File: src/rtl/x86_modrm_decode_if.sv
// Bus between the fetch/execute side and the ModRM/SIB/displacement decoder.
// Signal names follow the decoder's port list; dbg_state exposes the FSM state.
interface x86_modrm_decode_if;
  logic         locked;
  logic         start;
  logic         adsize;
  logic         seg_of;
  logic [2:0]   seg_of_id;
  logic [7:0]   byte_in;
  logic         byte_valid;
  logic         byte_take;
  logic [255:0] gpr;
  logic         busy;
  logic         done;
  logic [1:0]   mod_o;
  logic [2:0]   reg_o;
  logic [2:0]   rm_o;
  logic         is_mem;
  logic [31:0]  ea;
  logic [2:0]   ea_seg;
  logic [2:0]   len;
  logic [2:0]   dbg_state;

  // Handshake: a byte is consumed in a cycle exactly when byte_take=1, which
  // requires byte_valid=1 from the master; the master holds byte_in until taken.
  modport master (
    output locked, start, adsize, seg_of, seg_of_id, byte_in, byte_valid, gpr,
    input  byte_take, busy, done, mod_o, reg_o, rm_o, is_mem, ea, ea_seg, len,
           dbg_state
  );

  modport slave (
    input  locked, start, adsize, seg_of, seg_of_id, byte_in, byte_valid, gpr,
    output byte_take, busy, done, mod_o, reg_o, rm_o, is_mem, ea, ea_seg, len,
           dbg_state
  );
endinterface

File: src/rtl/x86_modrm_decode.sv
// Decodes ModRM, optional SIB and displacement bytes into mod/reg/rm fields,
// an effective offset and an effective segment for the execute stage.
module x86_modrm_decode #(
  parameter logic [2:0] SEG_DS = 3'd3,
  parameter logic [2:0] SEG_SS = 3'd2
) (
  input logic           clock,
  input logic           reset_n,
  x86_modrm_decode_if.slave bus
);

  localparam logic [2:0] S_IDLE  = 3'd0;
  localparam logic [2:0] S_MODRM = 3'd1;
  localparam logic [2:0] S_SIB   = 3'd2;
  localparam logic [2:0] S_DISP  = 3'd3;
  localparam logic [2:0] S_CALC  = 3'd4;
  localparam logic [2:0] S_DONE  = 3'd5;

  logic [2:0]  state_q, state_d;
  logic        adsize_q, adsize_d;
  logic        seg_of_q, seg_of_d;
  logic [2:0]  seg_id_q, seg_id_d;
  logic [7:0]  modrm_q, modrm_d;
  logic [7:0]  sib_q, sib_d;
  logic        has_sib_q, has_sib_d;
  logic [31:0] disp_q, disp_d;
  logic [2:0]  disp_n_q, disp_n_d;
  logic [2:0]  disp_idx_q, disp_idx_d;
  logic [2:0]  cnt_q, cnt_d;
  logic [1:0]  mod_q, mod_d;
  logic [2:0]  reg_q, reg_d;
  logic [2:0]  rm_q, rm_d;
  logic        is_mem_q, is_mem_d;
  logic [31:0] ea_q, ea_d;
  logic [2:0]  ea_seg_q, ea_seg_d;
  logic [2:0]  len_q, len_d;

  logic        byte_state;
  logic        take;
  logic [2:0]  n_modrm;
  logic [2:0]  n_sib;
  logic [31:0] ea_calc;
  logic [2:0]  seg_calc;

  logic [255:0] gpr_w;
  logic [15:0]  bx16, bp16, si16, di16;

  assign gpr_w = bus.gpr;
  assign bx16  = gpr_w[3*32 +: 16];
  assign bp16  = gpr_w[5*32 +: 16];
  assign si16  = gpr_w[6*32 +: 16];
  assign di16  = gpr_w[7*32 +: 16];

  function automatic logic [31:0] gpr_sel(input logic [255:0] g, input logic [2:0] i);
    return g[{i, 5'b00000} +: 32];
  endfunction

  // Displacement length implied by mod/rm (and SIB.base in 32-bit mode).
  function automatic logic [2:0] disp_count(input logic a32, input logic [1:0] md,
                                            input logic [2:0] rmf, input logic sib,
                                            input logic [2:0] base);
    logic [2:0] n;
    n = 3'd0;
    case (md)
      2'd1: n = 3'd1;
      2'd2: n = a32 ? 3'd4 : 3'd2;
      2'd0: begin
        if (!a32)     n = (rmf == 3'd6)  ? 3'd2 : 3'd0;
        else if (sib) n = (base == 3'd5) ? 3'd4 : 3'd0;
        else          n = (rmf == 3'd5)  ? 3'd4 : 3'd0;
      end
      default: n = 3'd0;
    endcase
    return n;
  endfunction

  assign byte_state = (state_q == S_MODRM) || (state_q == S_SIB) || (state_q == S_DISP);
  assign take       = byte_state & bus.byte_valid & bus.locked;
  assign n_modrm    = disp_count(adsize_q, bus.byte_in[7:6], bus.byte_in[2:0], 1'b0, 3'd0);
  assign n_sib      = disp_count(1'b1, modrm_q[7:6], modrm_q[2:0], 1'b1, bus.byte_in[2:0]);

  // Effective address from the latched bytes and the live register file.
  always_comb begin
    logic [1:0]  cur_mod;
    logic [2:0]  cur_rm;
    logic [31:0] disp_ext;
    logic [31:0] base_val;
    logic [31:0] index_val;
    logic [15:0] a16;
    logic [15:0] b16;
    logic [2:0]  base_reg;
    logic        base_used;
    logic        use_ss;
    cur_mod   = modrm_q[7:6];
    cur_rm    = modrm_q[2:0];
    disp_ext  = 32'd0;
    base_val  = 32'd0;
    index_val = 32'd0;
    a16       = 16'd0;
    b16       = 16'd0;
    base_reg  = 3'd0;
    base_used = 1'b0;
    use_ss    = 1'b0;
    ea_calc   = 32'd0;
    case (disp_n_q)
      3'd1:    disp_ext = {{24{disp_q[7]}}, disp_q[7:0]};
      3'd2:    disp_ext = {16'd0, disp_q[15:0]};
      3'd4:    disp_ext = disp_q;
      default: disp_ext = 32'd0;
    endcase
    if (cur_mod == 2'd3) begin
      ea_calc = 32'd0;
    end else if (!adsize_q) begin
      case (cur_rm)
        3'd0: begin a16 = bx16; b16 = si16; end
        3'd1: begin a16 = bx16; b16 = di16; end
        3'd2: begin a16 = bp16; b16 = si16; use_ss = 1'b1; end
        3'd3: begin a16 = bp16; b16 = di16; use_ss = 1'b1; end
        3'd4: a16 = si16;
        3'd5: a16 = di16;
        3'd6: if (cur_mod != 2'd0) begin a16 = bp16; use_ss = 1'b1; end
        default: a16 = bx16;
      endcase
      ea_calc = {16'd0, a16 + b16 + disp_ext[15:0]};
    end else if (has_sib_q) begin
      base_reg  = sib_q[2:0];
      base_used = !((base_reg == 3'd5) && (cur_mod == 2'd0));
      base_val  = base_used ? gpr_sel(gpr_w, base_reg) : 32'd0;
      index_val = (sib_q[5:3] == 3'd4) ? 32'd0 : (gpr_sel(gpr_w, sib_q[5:3]) << sib_q[7:6]);
      use_ss    = base_used && ((base_reg == 3'd4) || (base_reg == 3'd5));
      ea_calc   = base_val + index_val + disp_ext;
    end else begin
      base_used = !((cur_mod == 2'd0) && (cur_rm == 3'd5));
      base_val  = base_used ? gpr_sel(gpr_w, cur_rm) : 32'd0;
      use_ss    = base_used && ((cur_rm == 3'd4) || (cur_rm == 3'd5));
      ea_calc   = base_val + disp_ext;
    end
    seg_calc = seg_of_q ? seg_id_q : (use_ss ? SEG_SS : SEG_DS);
  end

  always_comb begin
    state_d    = state_q;
    adsize_d   = adsize_q;
    seg_of_d   = seg_of_q;
    seg_id_d   = seg_id_q;
    modrm_d    = modrm_q;
    sib_d      = sib_q;
    has_sib_d  = has_sib_q;
    disp_d     = disp_q;
    disp_n_d   = disp_n_q;
    disp_idx_d = disp_idx_q;
    cnt_d      = cnt_q;
    mod_d      = mod_q;
    reg_d      = reg_q;
    rm_d       = rm_q;
    is_mem_d   = is_mem_q;
    ea_d       = ea_q;
    ea_seg_d   = ea_seg_q;
    len_d      = len_q;
    // locked=0 freezes everything, including a pending DONE.
    if (bus.locked) begin
      case (state_q)
        S_IDLE: begin
          if (bus.start) begin
            adsize_d   = bus.adsize;
            seg_of_d   = bus.seg_of;
            seg_id_d   = bus.seg_of_id;
            cnt_d      = 3'd0;
            has_sib_d  = 1'b0;
            disp_d     = 32'd0;
            disp_n_d   = 3'd0;
            disp_idx_d = 3'd0;
            state_d    = S_MODRM;
          end
        end
        S_MODRM: begin
          if (take) begin
            modrm_d = bus.byte_in;
            cnt_d   = cnt_q + 3'd1;
            if (bus.byte_in[7:6] == 2'd3) begin
              disp_n_d = 3'd0;
              state_d  = S_CALC;
            end else if (adsize_q && (bus.byte_in[2:0] == 3'd4)) begin
              has_sib_d = 1'b1;
              state_d   = S_SIB;
            end else begin
              disp_n_d = n_modrm;
              state_d  = (n_modrm == 3'd0) ? S_CALC : S_DISP;
            end
          end
        end
        S_SIB: begin
          if (take) begin
            sib_d    = bus.byte_in;
            cnt_d    = cnt_q + 3'd1;
            disp_n_d = n_sib;
            state_d  = (n_sib == 3'd0) ? S_CALC : S_DISP;
          end
        end
        S_DISP: begin
          if (take) begin
            disp_d[{disp_idx_q[1:0], 3'b000} +: 8] = bus.byte_in;
            disp_idx_d = disp_idx_q + 3'd1;
            cnt_d      = cnt_q + 3'd1;
            if ((disp_idx_q + 3'd1) == disp_n_q) state_d = S_CALC;
          end
        end
        S_CALC: begin
          mod_d    = modrm_q[7:6];
          reg_d    = modrm_q[5:3];
          rm_d     = modrm_q[2:0];
          is_mem_d = (modrm_q[7:6] != 2'd3);
          ea_d     = ea_calc;
          ea_seg_d = seg_calc;
          len_d    = cnt_q;
          state_d  = S_DONE;
        end
        S_DONE:  state_d = S_IDLE;
        default: state_d = S_IDLE;
      endcase
    end
  end

  always_ff @(posedge clock or negedge reset_n) begin
    if (!reset_n) begin
      state_q    <= S_IDLE;
      adsize_q   <= 1'b0;
      seg_of_q   <= 1'b0;
      seg_id_q   <= 3'd0;
      modrm_q    <= 8'd0;
      sib_q      <= 8'd0;
      has_sib_q  <= 1'b0;
      disp_q     <= 32'd0;
      disp_n_q   <= 3'd0;
      disp_idx_q <= 3'd0;
      cnt_q      <= 3'd0;
      mod_q      <= 2'd0;
      reg_q      <= 3'd0;
      rm_q       <= 3'd0;
      is_mem_q   <= 1'b0;
      ea_q       <= 32'd0;
      ea_seg_q   <= 3'd0;
      len_q      <= 3'd0;
    end else begin
      state_q    <= state_d;
      adsize_q   <= adsize_d;
      seg_of_q   <= seg_of_d;
      seg_id_q   <= seg_id_d;
      modrm_q    <= modrm_d;
      sib_q      <= sib_d;
      has_sib_q  <= has_sib_d;
      disp_q     <= disp_d;
      disp_n_q   <= disp_n_d;
      disp_idx_q <= disp_idx_d;
      cnt_q      <= cnt_d;
      mod_q      <= mod_d;
      reg_q      <= reg_d;
      rm_q       <= rm_d;
      is_mem_q   <= is_mem_d;
      ea_q       <= ea_d;
      ea_seg_q   <= ea_seg_d;
      len_q      <= len_d;
    end
  end

  assign bus.byte_take = take;
  assign bus.busy      = (state_q != S_IDLE);
  assign bus.done      = (state_q == S_DONE);
  assign bus.mod_o     = mod_q;
  assign bus.reg_o     = reg_q;
  assign bus.rm_o      = rm_q;
  assign bus.is_mem    = is_mem_q;
  assign bus.ea        = ea_q;
  assign bus.ea_seg    = ea_seg_q;
  assign bus.len       = len_q;
  assign bus.dbg_state = state_q;

endmodule
File: src/flat_wrapper.sv
// flat-port wrapper written by rule: the top's interface ports become plain ports
module x86_modrm_decode_flat 
#(
  parameter logic [2:0] SEG_DS = 3'd3,
  parameter logic [2:0] SEG_SS = 3'd2
)
  (clock, reset_n, bus_locked, bus_start, bus_adsize, bus_seg_of, bus_seg_of_id, bus_byte_in, bus_byte_valid, bus_gpr, bus_byte_take, bus_busy, bus_done, bus_mod_o, bus_reg_o, bus_rm_o, bus_is_mem, bus_ea, bus_ea_seg, bus_len, bus_dbg_state);
  x86_modrm_decode_if bus_i ();
  input logic clock;
  input logic reset_n;
  input wire logic [$bits(bus_i.locked)-1:0] bus_locked;
  input wire logic [$bits(bus_i.start)-1:0] bus_start;
  input wire logic [$bits(bus_i.adsize)-1:0] bus_adsize;
  input wire logic [$bits(bus_i.seg_of)-1:0] bus_seg_of;
  input wire logic [$bits(bus_i.seg_of_id)-1:0] bus_seg_of_id;
  input wire logic [$bits(bus_i.byte_in)-1:0] bus_byte_in;
  input wire logic [$bits(bus_i.byte_valid)-1:0] bus_byte_valid;
  input wire logic [$bits(bus_i.gpr)-1:0] bus_gpr;
  output wire logic [$bits(bus_i.byte_take)-1:0] bus_byte_take;
  output wire logic [$bits(bus_i.busy)-1:0] bus_busy;
  output wire logic [$bits(bus_i.done)-1:0] bus_done;
  output wire logic [$bits(bus_i.mod_o)-1:0] bus_mod_o;
  output wire logic [$bits(bus_i.reg_o)-1:0] bus_reg_o;
  output wire logic [$bits(bus_i.rm_o)-1:0] bus_rm_o;
  output wire logic [$bits(bus_i.is_mem)-1:0] bus_is_mem;
  output wire logic [$bits(bus_i.ea)-1:0] bus_ea;
  output wire logic [$bits(bus_i.ea_seg)-1:0] bus_ea_seg;
  output wire logic [$bits(bus_i.len)-1:0] bus_len;
  output wire logic [$bits(bus_i.dbg_state)-1:0] bus_dbg_state;
  assign bus_i.locked = bus_locked;
  assign bus_i.start = bus_start;
  assign bus_i.adsize = bus_adsize;
  assign bus_i.seg_of = bus_seg_of;
  assign bus_i.seg_of_id = bus_seg_of_id;
  assign bus_i.byte_in = bus_byte_in;
  assign bus_i.byte_valid = bus_byte_valid;
  assign bus_i.gpr = bus_gpr;
  assign bus_byte_take = bus_i.byte_take;
  assign bus_busy = bus_i.busy;
  assign bus_done = bus_i.done;
  assign bus_mod_o = bus_i.mod_o;
  assign bus_reg_o = bus_i.reg_o;
  assign bus_rm_o = bus_i.rm_o;
  assign bus_is_mem = bus_i.is_mem;
  assign bus_ea = bus_i.ea;
  assign bus_ea_seg = bus_i.ea_seg;
  assign bus_len = bus_i.len;
  assign bus_dbg_state = bus_i.dbg_state;
  x86_modrm_decode #(.SEG_DS(SEG_DS), .SEG_SS(SEG_SS)) u_core (.clock(clock), .reset_n(reset_n), .bus(bus_i));
endmodule
File: config.mk
export PLATFORM = sky130hd
export DESIGN_NAME = x86_modrm_decode_flat
export DESIGN_NICKNAME = d
export VERILOG_FILES = /design/src/rtl/x86_modrm_decode_if.sv /design/src/rtl/x86_modrm_decode.sv /design/src/flat_wrapper.sv
export SDC_FILE = /design/constraint.sdc
export NUM_CORES = 1
export LEC_CHECK = 0
export BUFFER_PORTS_ARGS = -buffer_cell sky130_fd_sc_hd__buf_2
export CORE_UTILIZATION = 55
export CTS_CLUSTER_SIZE = 40
export DETAILED_ROUTE_END_ITERATION = 6
export HOLD_SLACK_MARGIN = 0.05
export PLACE_DENSITY_LB_ADDON = 0.15
export SYNTH_ARGS = -nofsm -noshare
export SYNTH_HDL_FRONTEND = slang
export SYNTH_SLANG_ARGS = --single-unit
File: constraint.sdc
create_clock -name clock -period 11.6 [get_ports clock]
set_input_delay 1.74 -clock clock [delete_from_list [all_inputs] [get_ports clock]]
set_output_delay 1.74 -clock clock [all_outputs]
set_load 0.02 [all_outputs]
==> metrics.md <==
| Metric | Value |
|---|---|
| CP max-delay cell | `dfrtp_2` |
| First-pass GRT wire length | `~96 mm` |
| DIE WIDTH | `182.8 um` |
| Commonest cells post-synth | `mux4_2, nand2_1, inv_1` |
| Ys async rst share | `100.0%` |
| CTS Buffer Depth | `2` |
| Drt initial violations | `1872` |
| Worst-Margin Slew | `approximately 1.1 ns` |
| Slowest stage delay, CP | `0.91 ns` |
| Synth Instances | `1840` |
| Netlist cell types | `85` |
| Total track usage | `38.57%` |
| Tightest Hold Check Type | `flop to flop` |
| Vias per inst | `6.621` |
| Worst Path Arrival | `6.25 ns` |
| Seq/Total Area, Yosys | `between 15 and 20%` |
| Ys flop type | `dfrtp_1` |
| Synth top area cells | `mux4_2, dfrtp_1, mux2_2` |
| WP buf/inv | `2` |
| Worst setup EP type | `flop` |
| Area of the multi-input gates | `0.01408 mm^2` |
| Number of global-route vias before repair | `approximately 16000` |
| Clock root buffer | `clkbuf_16` |
| # resized after CTS | `0` |
| Htree depth | `4` |
| Post-synth EDFFs | `0` |
| Max FO, Critical Path | `34` |
| Largest net degree at the start of global routing | `67` |
| Post-Syn Nets | `approximately 2200` |
| Reg clk slew, reported paths | `0.06 ns` |
| Die Y | `182.8 um` |
| Setup bufs post-CTS | `0` |
| Area grow syn2layout | `13.62%` |
| Crit Path Category | `flop to flop` |
| CP top delay family | `compound AO/OA/AOI/OAI gates` |
| Cells along the critical path | `buf_4, mux4_2, mux2i_1, mux2_2, or2_2, fa_1, inv_1, ha_1, fa_1, a211oi_1, o31ai_2, o221ai_2, o21ai_2, a41oi_4, o21ai_4, a2111oi_0, a31oi_1, o21ai_1` |
| Status | `finished, final reports clean` |
| Post-route antenna net violation count | `0` |
| WL/cell | `25.18 um` |
| Initial antenna violation count | `13` |
| PortBufs | `326` |
| Final Max Tran Viols | `0` |
| Worst EP required | `11.96 ns` |
| Hold Fails Final Rpt | `0` |
| TritonRoute pass-1 iters | `5` |
| Setup-failing EPs final | `0` |
| Starting density of the core | `56.41%` |
| Post-synthesis cell area | `0.01798 mm^2` |
| Die area | `0.03342 mm^2` |
| R2R setup slack | `5.71 ns` |
| Reg area | `~0.0028 mm^2` |
| Cts hold-fix bufs | `0` |
| Area leader, netlist | `mux4_2` |
| Ports | `327` |
| Dpl hpwl | `49.53 mm` |
| Sink Count | `about 110` |
| Proportion of layout cells with a drive suffix above 1 | `35.83%` |
| Fin nets | `2484` |
| Avg Cell Area, Syn | `9.773 um^2` |
| Final RePlAce weighted congestion | `1.016` |
| Post-synth top area share | `24.05%` |
| Total routed wirelength | `approximately 64 mm` |
| Yosys warns | `0` |
| RSZ-0062 raised after global routing | `false` |
| Setup tns final | `0 ns` |
| MaxCap Viol Count | `0` |
| Tmin final | `5.894 ns` |
| Final Skew | `0.01386 ns` |
| # fillers | `2793` |
| Max_slew headroom | `28.01%` |
| Worst path most repeated cell | `fa_1` |
| Rows | `65` |
| Clock Latency Late Sink | `approximately 0.44 ns` |
| Core Box Area | `around 0.032 mm^2` |
| Clock tree from TritonCTS | `built` |
| GRT overflow | `0` |
| FMAX | `0.1697 GHz` |
| Tcrit/Tclk final | `50.81%` |
| CTS Buf Count | `17` |
| Synth Register Bits | `113` |
| Setup crit start kind | `flop` |
| Count leader, synth | `mux4_2` |
| DRC viols | `0` |
| Vias | `approximately 17000` |
registers in the layout, summed over array words and instances, names as in the netlist, 2 cells and up:
signal,count
u_core.modrm_q,8
u_core.bus.dbg_state,3
u_core.disp_n_q,3
u_core.disp_q,32
u_core.bus.mod_o,2
u_core.sib_q,8
u_core.bus.len,3
u_core.bus.ea_seg,3
u_core.bus.ea,32
u_core.cnt_q,3
u_core.seg_id_q,3
u_core.bus.rm_o,3
u_core.bus.reg_o,3
u_core.disp_idx_q,3
tightest hold or removal path, cell delays in order (launching register included):
cell and delay [ns]:
dfrtp_1 0.34, nand2_1 0.04, o21ai_0 0.06
per-layer routing:
| layer | part of all wire [%] | GRT usage (%) |
|---|---|---|
| met1 | 41 | 54.41 |
| met4 | 2.6 | 12.33 |
| met5 | 0.058 | 0 |
| met3 | 12 | 12.17 |
| met2 | 44 | 56.40 |
placed cells by master, fill, tap and decap left out, drive strengths merged, types with 36 or more instances in the layout:
cell type,instances
nor2,92
a21oi,113
a21o,40
o21ai,105
mux2i,94
dfrtp,113
mux4,192
a22o,39
ha,81
mux2,113
buf,349
inv,148
fa,49
nand2,179
xnor2,36
per-stage QoR:
stage / hold slack (ns) / instances / util (%) / instance area [um^2] / setup slack, ns
after global routing: 0.5026 / 2536 / 64.07 / 20430 / 5.415
after global placement: 0.4565 / 2496 / 62.19 / 19830 / 5.563
after CTS: 0.4790 / 2528 / 64.01 / 20410 / 5.797
after detailed placement: 0.4659 / 2496 / 62.19 / 19830 / 5.492
after floorplan: 0.4497 / 1840 / - / 17980 / 6.100
final: 0.4723 / 2538 / 64.09 / 20430 / 5.706
worst paths after layout:
| kind | from | end | cells past startpoint |
|---|---|---|---|
| hold / removal | u_core.bus.ea_seg[1] | u_core.bus.ea_seg[1] | 2 |
| max in group asynchronous | reset_n | u_core.modrm_q[0] | 2 |
| setup / recovery | u_core.sib_q[4] | u_core.bus.ea[29] | 18 |
| min in group asynchronous | reset_n | u_core.bus.ea[5] | 1 |
| hold reg to reg | u_core.bus.ea_seg[1] | u_core.bus.ea_seg[1] | 2 |
| setup reg to reg | u_core.sib_q[4] | u_core.bus.ea[29] | 18 |
area by class of cell:
class | count | area share (%)
repair buffers | 349 | 8.843
flip-flops and latches | 113 | 13.94
clock inverters | 12 | 0.6553
inverters | 145 | 2.664
well taps | 435 | 2.664
multi-input cells | 1454 | 68.93
diodes | 10 | 0.1225
clock buffers | 20 | 2.186
cell families (layout without fill, tap and decap cells):
logic type	Yosys count	in the layout	synth area share [%]
AO/OA/AOI/OAI	438	438	16.67
flip-flops	113	113	15.73
other	0	10	0
adder cells (fa/ha/maj)	130	130	11.09
multiplexers	399	399	36.36
buffers and inverters	273	526	6.081
XOR/XNOR	64	64	3.117
AND/OR/NAND/NOR	423	423	10.96
Power is left out: the tool's default activity adds up to more than one toggle a clock period on the data nets, which glitch-free logic cannot reach.
